File: config.mk
export PLATFORM = sky130hd
export DESIGN_NAME = ntr_cmd_capture
export DESIGN_NICKNAME = d
export VERILOG_FILES = /design/src/rtl/ntr_cmd_capture.sv
export SDC_FILE = /design/constraint.sdc
export NUM_CORES = 1
export LEC_CHECK = 0
export ABC_AREA = 1
export CAP_MARGIN = 40
export CORE_MARGIN = 4
export CORE_UTILIZATION = 25
export DETAILED_ROUTE_END_ITERATION = 6
export PLACE_DENSITY = 0.48
export SYNTH_ARGS = -nofsm -noshare
export SYNTH_HDL_FRONTEND = slang
export SYNTH_SLANG_ARGS = --single-unit
File: constraint.sdc
create_clock -name clk -period 1.9 [get_ports clk]
set_input_delay 0.285 -clock clk [delete_from_list [all_inputs] [get_ports clk]]
set_output_delay 0.285 -clock clk [all_outputs]
set_load 0.02 [all_outputs]
File: src/rtl/ntr_cmd_capture.sv
// Purpose : synchronise the NTR cartridge pins, assemble the first 8 bytes of each frame into a 64-bit command.
// Latency : pin ntr_clk rise -> internal rise after SYNC_STAGES edges; cmd_valid on the edge after the 8th rise.
// Backpr. : single holding register; a command completing while cmd_valid is held unconsumed is dropped (err_overrun).
//
// Ports:
//   clk, rst_n          system clock, asynchronous active-low reset
//   ntr_clk, ntr_data   asynchronous cartridge bus pins (ntr_clk idles high)
//   cmd_valid/ready/data  command handoff; byte 0 of the frame lands in cmd_data[63:56]
//   frame_active        a frame is in progress (capturing or in its data phase)
//   err_overrun, err_short  sticky error flags, cleared by clear_flags
module ntr_cmd_capture #(
  parameter int SYNC_STAGES  = 2,
  parameter int IDLE_TIMEOUT = 16
) (
  input  logic        clk,
  input  logic        rst_n,
  input  logic        ntr_clk,
  input  logic [7:0]  ntr_data,
  output logic        cmd_valid,
  input  logic        cmd_ready,
  output logic [63:0] cmd_data,
  output logic        frame_active,
  output logic        err_overrun,
  output logic        err_short,
  input  logic        clear_flags
);

  typedef enum logic [1:0] {IDLE, SHIFT, WAIT_IDLE} state_t;

  localparam logic [7:0] TMO = 8'(IDLE_TIMEOUT);

  logic [SYNC_STAGES-1:0] clk_sync;
  logic [7:0]             data_sync [SYNC_STAGES];
  logic                   clk_s;
  logic [7:0]             data_s;
  logic                   clk_prev;
  logic                   rise;
  logic [7:0]             idle_cnt;
  logic                   timeout;

  state_t      state, state_nxt;
  logic [2:0]  byte_cnt, cnt_nxt;
  logic [63:0] shreg, shreg_nxt;
  logic [5:0]  bit_lo;
  logic        complete;
  logic        short_set;
  logic        load;
  logic        overrun_set;

  // Pin synchronisers; the clock chain resets to its idle-high level so
  // reset release never fabricates an edge.
  always_ff @(posedge clk or negedge rst_n) begin
    if (!rst_n) begin
      clk_sync <= '1;
      for (int i = 0; i < SYNC_STAGES; i++) data_sync[i] <= '0;
    end else begin
      clk_sync[0]  <= ntr_clk;
      data_sync[0] <= ntr_data;
      for (int i = 1; i < SYNC_STAGES; i++) begin
        clk_sync[i]  <= clk_sync[i-1];
        data_sync[i] <= data_sync[i-1];
      end
    end
  end

  assign clk_s  = clk_sync[SYNC_STAGES-1];
  assign data_s = data_sync[SYNC_STAGES-1];
  assign rise   = clk_s & ~clk_prev;

  // Idle counter: cycles since the last rise, saturating at the timeout.
  always_ff @(posedge clk or negedge rst_n) begin
    if (!rst_n) begin
      clk_prev <= 1'b1;
      idle_cnt <= '0;
    end else begin
      clk_prev <= clk_s;
      if (rise)
        idle_cnt <= '0;
      else if (idle_cnt != TMO)
        idle_cnt <= idle_cnt + 8'd1;
    end
  end

  // A rise in the saturation cycle takes precedence over the timeout.
  assign timeout = (idle_cnt == TMO) && !rise;

  always_ff @(posedge clk or negedge rst_n) begin
    if (!rst_n) begin
      state    <= IDLE;
      byte_cnt <= '0;
      shreg    <= '0;
    end else begin
      state    <= state_nxt;
      byte_cnt <= cnt_nxt;
      shreg    <= shreg_nxt;
    end
  end

  // Byte n of the frame goes to bits [63-8n -: 8]; 7-n is ~n for 3 bits.
  assign bit_lo = {~byte_cnt, 3'b000};

  always_comb begin
    state_nxt = state;
    cnt_nxt   = byte_cnt;
    shreg_nxt = shreg;
    complete  = 1'b0;
    short_set = 1'b0;
    case (state)
      IDLE: begin
        if (rise) begin
          shreg_nxt        = '0;
          shreg_nxt[63:56] = data_s;
          cnt_nxt          = 3'd1;
          state_nxt        = SHIFT;
        end
      end
      SHIFT: begin
        if (rise) begin
          shreg_nxt[bit_lo +: 8] = data_s;
          if (byte_cnt == 3'd7) begin
            complete  = 1'b1;
            cnt_nxt   = '0;
            state_nxt = WAIT_IDLE;
          end else begin
            cnt_nxt = byte_cnt + 3'd1;
          end
        end else if (timeout) begin
          short_set = 1'b1;
          cnt_nxt   = '0;
          shreg_nxt = '0;
          state_nxt = IDLE;
        end
      end
      WAIT_IDLE: begin
        // Rises here are data-phase transfers; they only keep the idle
        // counter from expiring.
        if (timeout) state_nxt = IDLE;
      end
      default: state_nxt = IDLE;
    endcase
  end

  // A completion may reuse the holding register if it is empty or being
  // drained in this very cycle.
  assign load        = complete && (!cmd_valid || cmd_ready);
  assign overrun_set = complete && !load;

  always_ff @(posedge clk or negedge rst_n) begin
    if (!rst_n) begin
      cmd_valid   <= 1'b0;
      cmd_data    <= '0;
      err_overrun <= 1'b0;
      err_short   <= 1'b0;
    end else begin
      if (load) begin
        cmd_valid <= 1'b1;
        cmd_data  <= shreg_nxt;
      end else if (cmd_valid && cmd_ready) begin
        cmd_valid <= 1'b0;
      end
      if (overrun_set)      err_overrun <= 1'b1;
      else if (clear_flags) err_overrun <= 1'b0;
      if (short_set)        err_short <= 1'b1;
      else if (clear_flags) err_short <= 1'b0;
    end
  end

  assign frame_active = (state != IDLE);

endmodule

==> results.md, run 1 <==
* Avg Cell Area, Syn at 7.47 sq um
* Status: finished, violations left
* CP startpoint: byte_cnt[0]
* Clock latency on the worst-skew pair at 0.43 ns
* Die Span Y at 189 microns
* Initial antenna violation count at 0
* Vias in the first global route at 6772
* Final count of pins violating max slew at 0
* DRT Pass-1 Iters at 5
* Max_slew headroom at 69.9%
* Fin Setup TNS at -0.0155 ns
* Total of fill cells in the finished design at 3446
* Leak at 5.50 nW
* Largest family of logic cells by synthesized area: simple AND/OR/NAND/NOR gates
* Drt drc at 0
* Cell area after synthesis at 0.00817 sq mm
* First-pass GRT wire length at 38200 microns
* CTS tree: yes
* Clk sinks at 163
* Sequential power share at 32.6%
* Adder-cell share of the synthesized area at 1.22%
* Most common cell after layout, fill and taps aside: nand2_1
* Switching share of power at 41.7%
* Comb pwr share at 43.6%
* DP Area at 0.00975 sq mm
* Area of the multi-input gates at 0.00375 sq mm
* CTS Buf Count at 17
* Yosys synthesis warning count at 0
* CORE AREA at 0.0319 sq mm
* Pwr Density at 1360 mW/mm^2
* FF+latch count, synth at 163
* Clock share of power at 23.8%
* Flop-to-flop setup slack at -0.008 ns
* Post-synthesis instance total at 1094
* Storage cell area at 0.00408 sq mm
* Worst Tran Pin Value at 0.451 ns
* Simple-gate portion of the synthesized area at 38.4%
* Worst r2r src: byte_cnt[0]
* Fmax at 524 MHz
* Final hold slack at 0.258 ns
* Layout Nets at 1223
* Final GP Congestion at 0.866
* Most frequent cells in the layout: nand2_1, dfrtp_1, clkdlybuf4s50_1, inv_1, nand3_1
* Routed WL per cell at 14.4 microns
* Area delta synth->final at 31.2%
* Final Hold Fails at 0
* PnR worst setup slack at -0.00822 ns
* Total die area at 0.0357 sq mm
* Switching Power at 6.06 mW
* Seq/Total Area, Yosys at 49.9%
* Initial DRC count at 452
* Remaining antenna violation count after routing at 0
* Share of layout cells above drive strength 1 at 16.7%
* Largest vdd supply drop at 0.716 mV
* Worst flop-to-flop path endpoint: cmd_data[3]
* Compound-Gate Fraction of Synth Area at 2.31%
* Total GRT Usage at 13.3%
* Max Clock Skew at 0.0142 ns
* Ant diodes at 0
* CTS root buf: clkbuf_16
* Crit Path Max Fanout at 8
* Pre-CTS WS at -0.143 ns
* Initial Util at 25.6%
* Tcrit/Tclk final at 100%
* Reg2Reg Depth at 12
* Clk slew on worst S/H paths at 0.07 ns
* CP startpoint kind: flop
* Syn_nets at 1115
* Tot Pwr at 14.6 mW
* CP Class: flop to flop
* Hold Crit Class: input port to flop
* Min-delay src: ntr_clk
* DIE WIDTH at 189 microns
* Top Ports at 81
* Mux contribution to synthesized area at 0%
* RSZ-0062 raised after global routing: true
* Crit path required time at 2.23 ns
* Row cnt at 65
* Hold-critical path endpoint: clk_sync[0]
* Final setup violation count at 2
* # port buffers at 80
* Failing checks: setup timing
* CTS H-tree lvls at 4
* Min Tclk post-route at 1.91 ns
* HPWL Detailed at 16100 microns
* Synth cell types at 31
* Worst setup EP type: flop
* Final WL at 23700 microns
* Vias at 7031
* Internal power at 8.49 mW
* Hold path cells at 1
* Vias per cell at 4.26
* Post-Place Cells at 1611
* Critical Path AT at 2.24 ns
* Max-Cap Viols at 0
* Synth Area in XOR/XNOR at 0.107%
* Final Non-Filler Cells at 1650
* Finished Core Util at 33.6%
* Gr ovfl total at 0
* Final instance area at 0.0107 sq mm
* Pin count of the biggest net entering global routing at 45
* CTS Buffer Depth at 2
[flip-flops by register name (all words and copies together), names as in the netlist]
register and count:
cmd_valid 1, data_sync 8, clk_prev 1, idle_cnt 8, err_overrun 1, cmd_data 64
state 2, shreg 64, data_s 8, byte_cnt 3, clk_sync 2, err_short 1
[cell type report]
cell class                      instances  area share (%)
Inverter                               94            3.56
Clock buffer                           18            4.00
Clock inverter                         14            1.34
Sequential cell                       163            38.1
Timing Repair Buffer                  132            13.0
Multi-Input combinational cell        794            34.9
Tap cell                              435            5.07
[repair_timing]
action	CTS	global route
endpoints found under the setup margin	68	83
buffers inserted	1	3
hold buffers	1	0
gates cloned	0	2
gates resized for setup	12	90
pin swaps	2	40
endpoints found under the hold margin	36	0
[Yosys cell counts (all sizes together)]
| cell | count | area, sq um |
|---|---|---|
| a21oi | 9 | 45.0 |
| buf | 42 | 288 |
| clkbuf | 3 | 11.3 |
| dfrtp | 160 | 4000 |
| dfstp | 3 | 78.8 |
| ha | 8 | 100 |
| inv | 94 | 353 |
| nand2 | 589 | 2250 |
| nand3 | 93 | 515 |
| nand4 | 9 | 56.3 |
| nor2 | 42 | 241 |
| nor3 | 11 | 55.1 |
| nor3b | 1 | 7.51 |
| nor4 | 1 | 6.26 |
| o211ai | 1 | 7.51 |
| o21ai | 23 | 115 |
| o22ai | 2 | 12.5 |
| o32ai | 1 | 8.76 |
| or2 | 1 | 6.26 |
| xnor2 | 1 | 8.76 |
[critical path, stage by stage, from the launching register on]
cell,delay (ns)
dfrtp_2,0.43
ha_4,0.18
ha_4,0.29
clkinvlp_4,0.14
nand3_4,0.15
nor2_8,0.19
nand2_2,0.05
nand2_1,0.06
nand2_1,0.06
nand3_2,0.08
nand2_2,0.06
nand2_1,0.06
nand2_1,0.04
[kinds of logic (layout without fill, tap and decap cells)]
logic type	count (synthesis)	count (layout)
xor gates and xnor gates	1	1
and+or+nand+nor	747	749
DFF	163	163
buffers and inverters	139	258
AOI/OAI and AO/OA	36	36
adders and majority gates	8	8
[power groups by stage]
stage | logic (mW) | registers [mW] | clock network [mW]
5_1_grt | 7.07 | 4.85 | 3.70
4_1_cts | 5.80 | 4.72 | 3.58
3_3_place_gp | 5.62 | 4.76 | 0
3_5_place_dp | 5.64 | 4.76 | 0
2_1_floorplan | 3.50 | 4.86 | 0
6_report | 6.35 | 4.75 | 3.46
[worst max path at each step]
stage | to | slack [ns]
after floorplan | cmd_data[40] | 0.02
after global placement | cmd_data[37] | -0.12
after detailed placement | cmd_data[40] | -0.14
after CTS | cmd_data[40] | 0.00009
after global routing | cmd_data[35] | -0.13
final | cmd_data[3] | -0.008
[routing by layer]
metal	track usage, %	vias to the layer above	share of wire, %	routed length, microns
li1	-	3592	-	-
met1	19.3	3289	50	11900
met2	20.3	141	44	10500
met3	2.78	9	4.8	1130
met4	3.53	0	0.91	216
met5	0	-	0	0
No activity file was read; power rests on OpenSTA's default activity.
==> inputs of run 2 (changes only) <==
--- a/config.mk
+++ b/config.mk
@@ -11,6 +11,7 @@
 export CORE_UTILIZATION = 25
 export DETAILED_ROUTE_END_ITERATION = 6
 export PLACE_DENSITY = 0.48
+export REMOVE_ABC_BUFFERS = 1
 export SYNTH_ARGS = -nofsm -noshare
 export SYNTH_HDL_FRONTEND = slang
 export SYNTH_SLANG_ARGS = --single-unit
==> results.md, run 2 (same netlist as run 1, synthesis figures left out) <==
* Most frequent cells in the layout: nand2_1, dfrtp_1, nand3_1, inv_1, clkdlybuf4s50_1
* Clk sinks at 163 (unchanged)
* Initial antenna violation count at 0 (unchanged)
* Final hold slack at 0.264 ns (+0.00533 ns)
* Total GRT Usage at 12.6% (-0.71 points)
* Internal power at 8.32 mW (-2.0%)
* CORE AREA at 0.0319 sq mm (unchanged)
* Min Tclk post-route at 1.87 ns (-0.0374 ns)
* CP max stage delay at 0.38 ns (-0.05 ns)
* Comb pwr share at 40.6% (-3.0 points)
* DIE WIDTH at 189 microns (unchanged)
* Area delta synth->final at 27.1%
* Clock latency on the worst-skew pair at 0.44 ns (about the same)
* Area of the multi-input gates at 0.00351 sq mm (-6.4%)
* Most used cell, CP: nand2_1
* Fmax at 535 MHz (+2.0%)
* Pin count of the biggest net entering global routing at 64 (+42%)
* Top Ports at 81 (unchanged)
* Vias per cell at 4.18 (-1.9%)
* CTS Buf Count at 17 (unchanged)
* Max-Cap Viols at 0 (unchanged)
* Final GP Congestion at 0.807 (-6.9%)
* Tot Pwr at 13.9 mW (-4.6%)
* CP bufs+invs at 1 (unchanged)
* Worst-path cell chain: ha_2, ha_4, inv_1, nand3_4, nor2_4, a21oi_1, nand2_1, nand3_1, nand2_1, nand2_1
* CTS Buffer Depth at 2 (unchanged)
* Initial DRC count at 421 (-6.9%)
* Pwr Density at 1340 mW/mm^2 (-1.5%)
* Largest registers: cmd_data x64, shreg x64
* HPWL Detailed at 15100 microns (-6.3%)
* First-pass GRT wire length at 36500 microns (-4.5%)
* Vias in the first global route at 6792 (+0.30%)
* CTS H-tree lvls at 4 (unchanged)
* CP max stage cell: dfrtp_1
* RSZ-0062 raised after global routing: true
* Final setup violation count at 0 (-2)
* Ant diodes at 0 (unchanged)
* Most common cell after layout, fill and taps aside: nand2_1
* Max_slew headroom at 71.7% (+1.8 points)
* Drt drc at 0 (unchanged)
* Routed WL per cell at 13.5 microns (-5.7%)
* Largest vdd supply drop at 0.688 mV (-4.0%)
* Switching Power at 5.56 mW (-8.2%)
* DRT Pass-1 Iters at 5 (unchanged)
* Remaining antenna violation count after routing at 0 (unchanged)
* Tcrit/Tclk final at 98.5% (-2.0 points)
* CTS tree: yes
* Status: finished, final reports clean
* Switching share of power at 40.1% (-1.6 points)
* Vias at 6873 (-2.2%)
* Clk slew on worst S/H paths at 0.06 ns (about the same)
* Leak at 5.43 nW (-1.3%)
* Total of fill cells in the finished design at 3451 (+0.15%)
* Layout Nets at 1217 (-0.49%)
* Final instance area at 0.0104 sq mm (-3.2%)
* Row cnt at 65 (unchanged)
* Critical Path AT at 2.19 ns (-0.05 ns)
* Final WL at 22200 microns (-6.1%)
* Worst setup EP type: flop
* Initial Util at 25.6% (unchanged)
* Top delay family on crit path: simple AND/OR/NAND/NOR gates
* Storage cell area at 0.00408 sq mm (about the same)
* Crit path required time at 2.22 ns (about the same)
* # port buffers at 80 (unchanged)
* Share of layout cells above drive strength 1 at 11.4% (-5.3 points)
* Sequential power share at 33.9% (+1.3 points)
* Fin Setup TNS at 0 ns (+0.0155 ns)
* DP Area at 0.00970 sq mm (-0.55%)
* Worst Tran Pin Value at 0.424 ns (-0.0265 ns)
* Final Hold Fails at 0 (unchanged)
* Die Span Y at 189 microns (unchanged)
* Max Clock Skew at 0.0134 ns (-0.000809 ns)
* Clock share of power at 25.5% (+1.7 points)
* Hold Crit Class: input port to flop
* Total die area at 0.0357 sq mm (unchanged)
* CP Class: flop to flop
* Final count of pins violating max slew at 0 (unchanged)
* CTS root buf: clkbuf_16
* CP startpoint kind: flop
* Crit Path Max Fanout at 9 (+1)
* Gr ovfl total at 0 (unchanged)
-- run 2: cell type report --
class                           count  area share, %
Inverter                           94           3.44
Clock buffer                       19           4.26
Sequential cell                   163           39.3
Timing Repair Buffer              127           12.6
Clock inverter                     13           1.43
Multi-Input combinational cell    793           33.8
Tap cell                          435           5.24
-- run 2: path summary, 6_finish.rpt --
check	end	slack, ns	cells after the start	from
worst max-delay path	cmd_data[7]	0.03	10	byte_cnt[0]
worst min-delay path	clk_sync[0]	0.26	1	ntr_clk
worst max register to register	cmd_data[7]	0.03	10	byte_cnt[0]
worst min register to register	data_s[6]	0.35	0	data_sync[14]
max in group asynchronous	shreg[47]	0.84	3	rst_n
min in group asynchronous	cmd_data[2]	0.34	2	rst_n
-- run 2: power by group through the flow --
| stage | sequential, mW | clock, mW | combinational (mW) |
|---|---|---|---|
| 5_1_grt | 4.80 | 3.82 | 6.37 |
| 3_5_place_dp | 4.75 | 0 | 5.51 |
| 2_1_floorplan | 4.86 | 0 | 3.19 |
| 6_report | 4.70 | 3.54 | 5.64 |
| 4_1_cts | 4.71 | 3.67 | 5.60 |
| 3_3_place_gp | 4.76 | 0 | 5.49 |
-- run 2: through the flow --
stage                     util [%]  worst slack, ns  std cells
final                         32.6           0.0292       1644
after global routing          32.6          -0.0999       1644
after CTS                     32.4          0.00504       1643
after detailed placement      30.4           -0.139       1609
after global placement        30.4           -0.115       1609
after floorplan                  -           -0.725       1049
-- run 2: routing by layer --
layer	GRT usage (%)	wire [microns]	vias to the layer above
met2	19.6	9820	107
met1	18.2	11400	3171
li1	-	-	3578
met3	2.61	766	17
met5	0	0	-
met4	2.94	227	0
-- run 2: repair_timing --
| action | 4_1_cts | 5_1_grt |
|---|---|---|
| hold buffers | 1 | 0 |
| gates cloned | 0 | 1 |
| pin swaps | 1 | 1 |
| resized for setup | 9 | 19 |
| setup buffers | 1 | 0 |
| endpoints found under the hold margin | 34 | 0 |
| setup endpoints to repair | 88 | 77 |
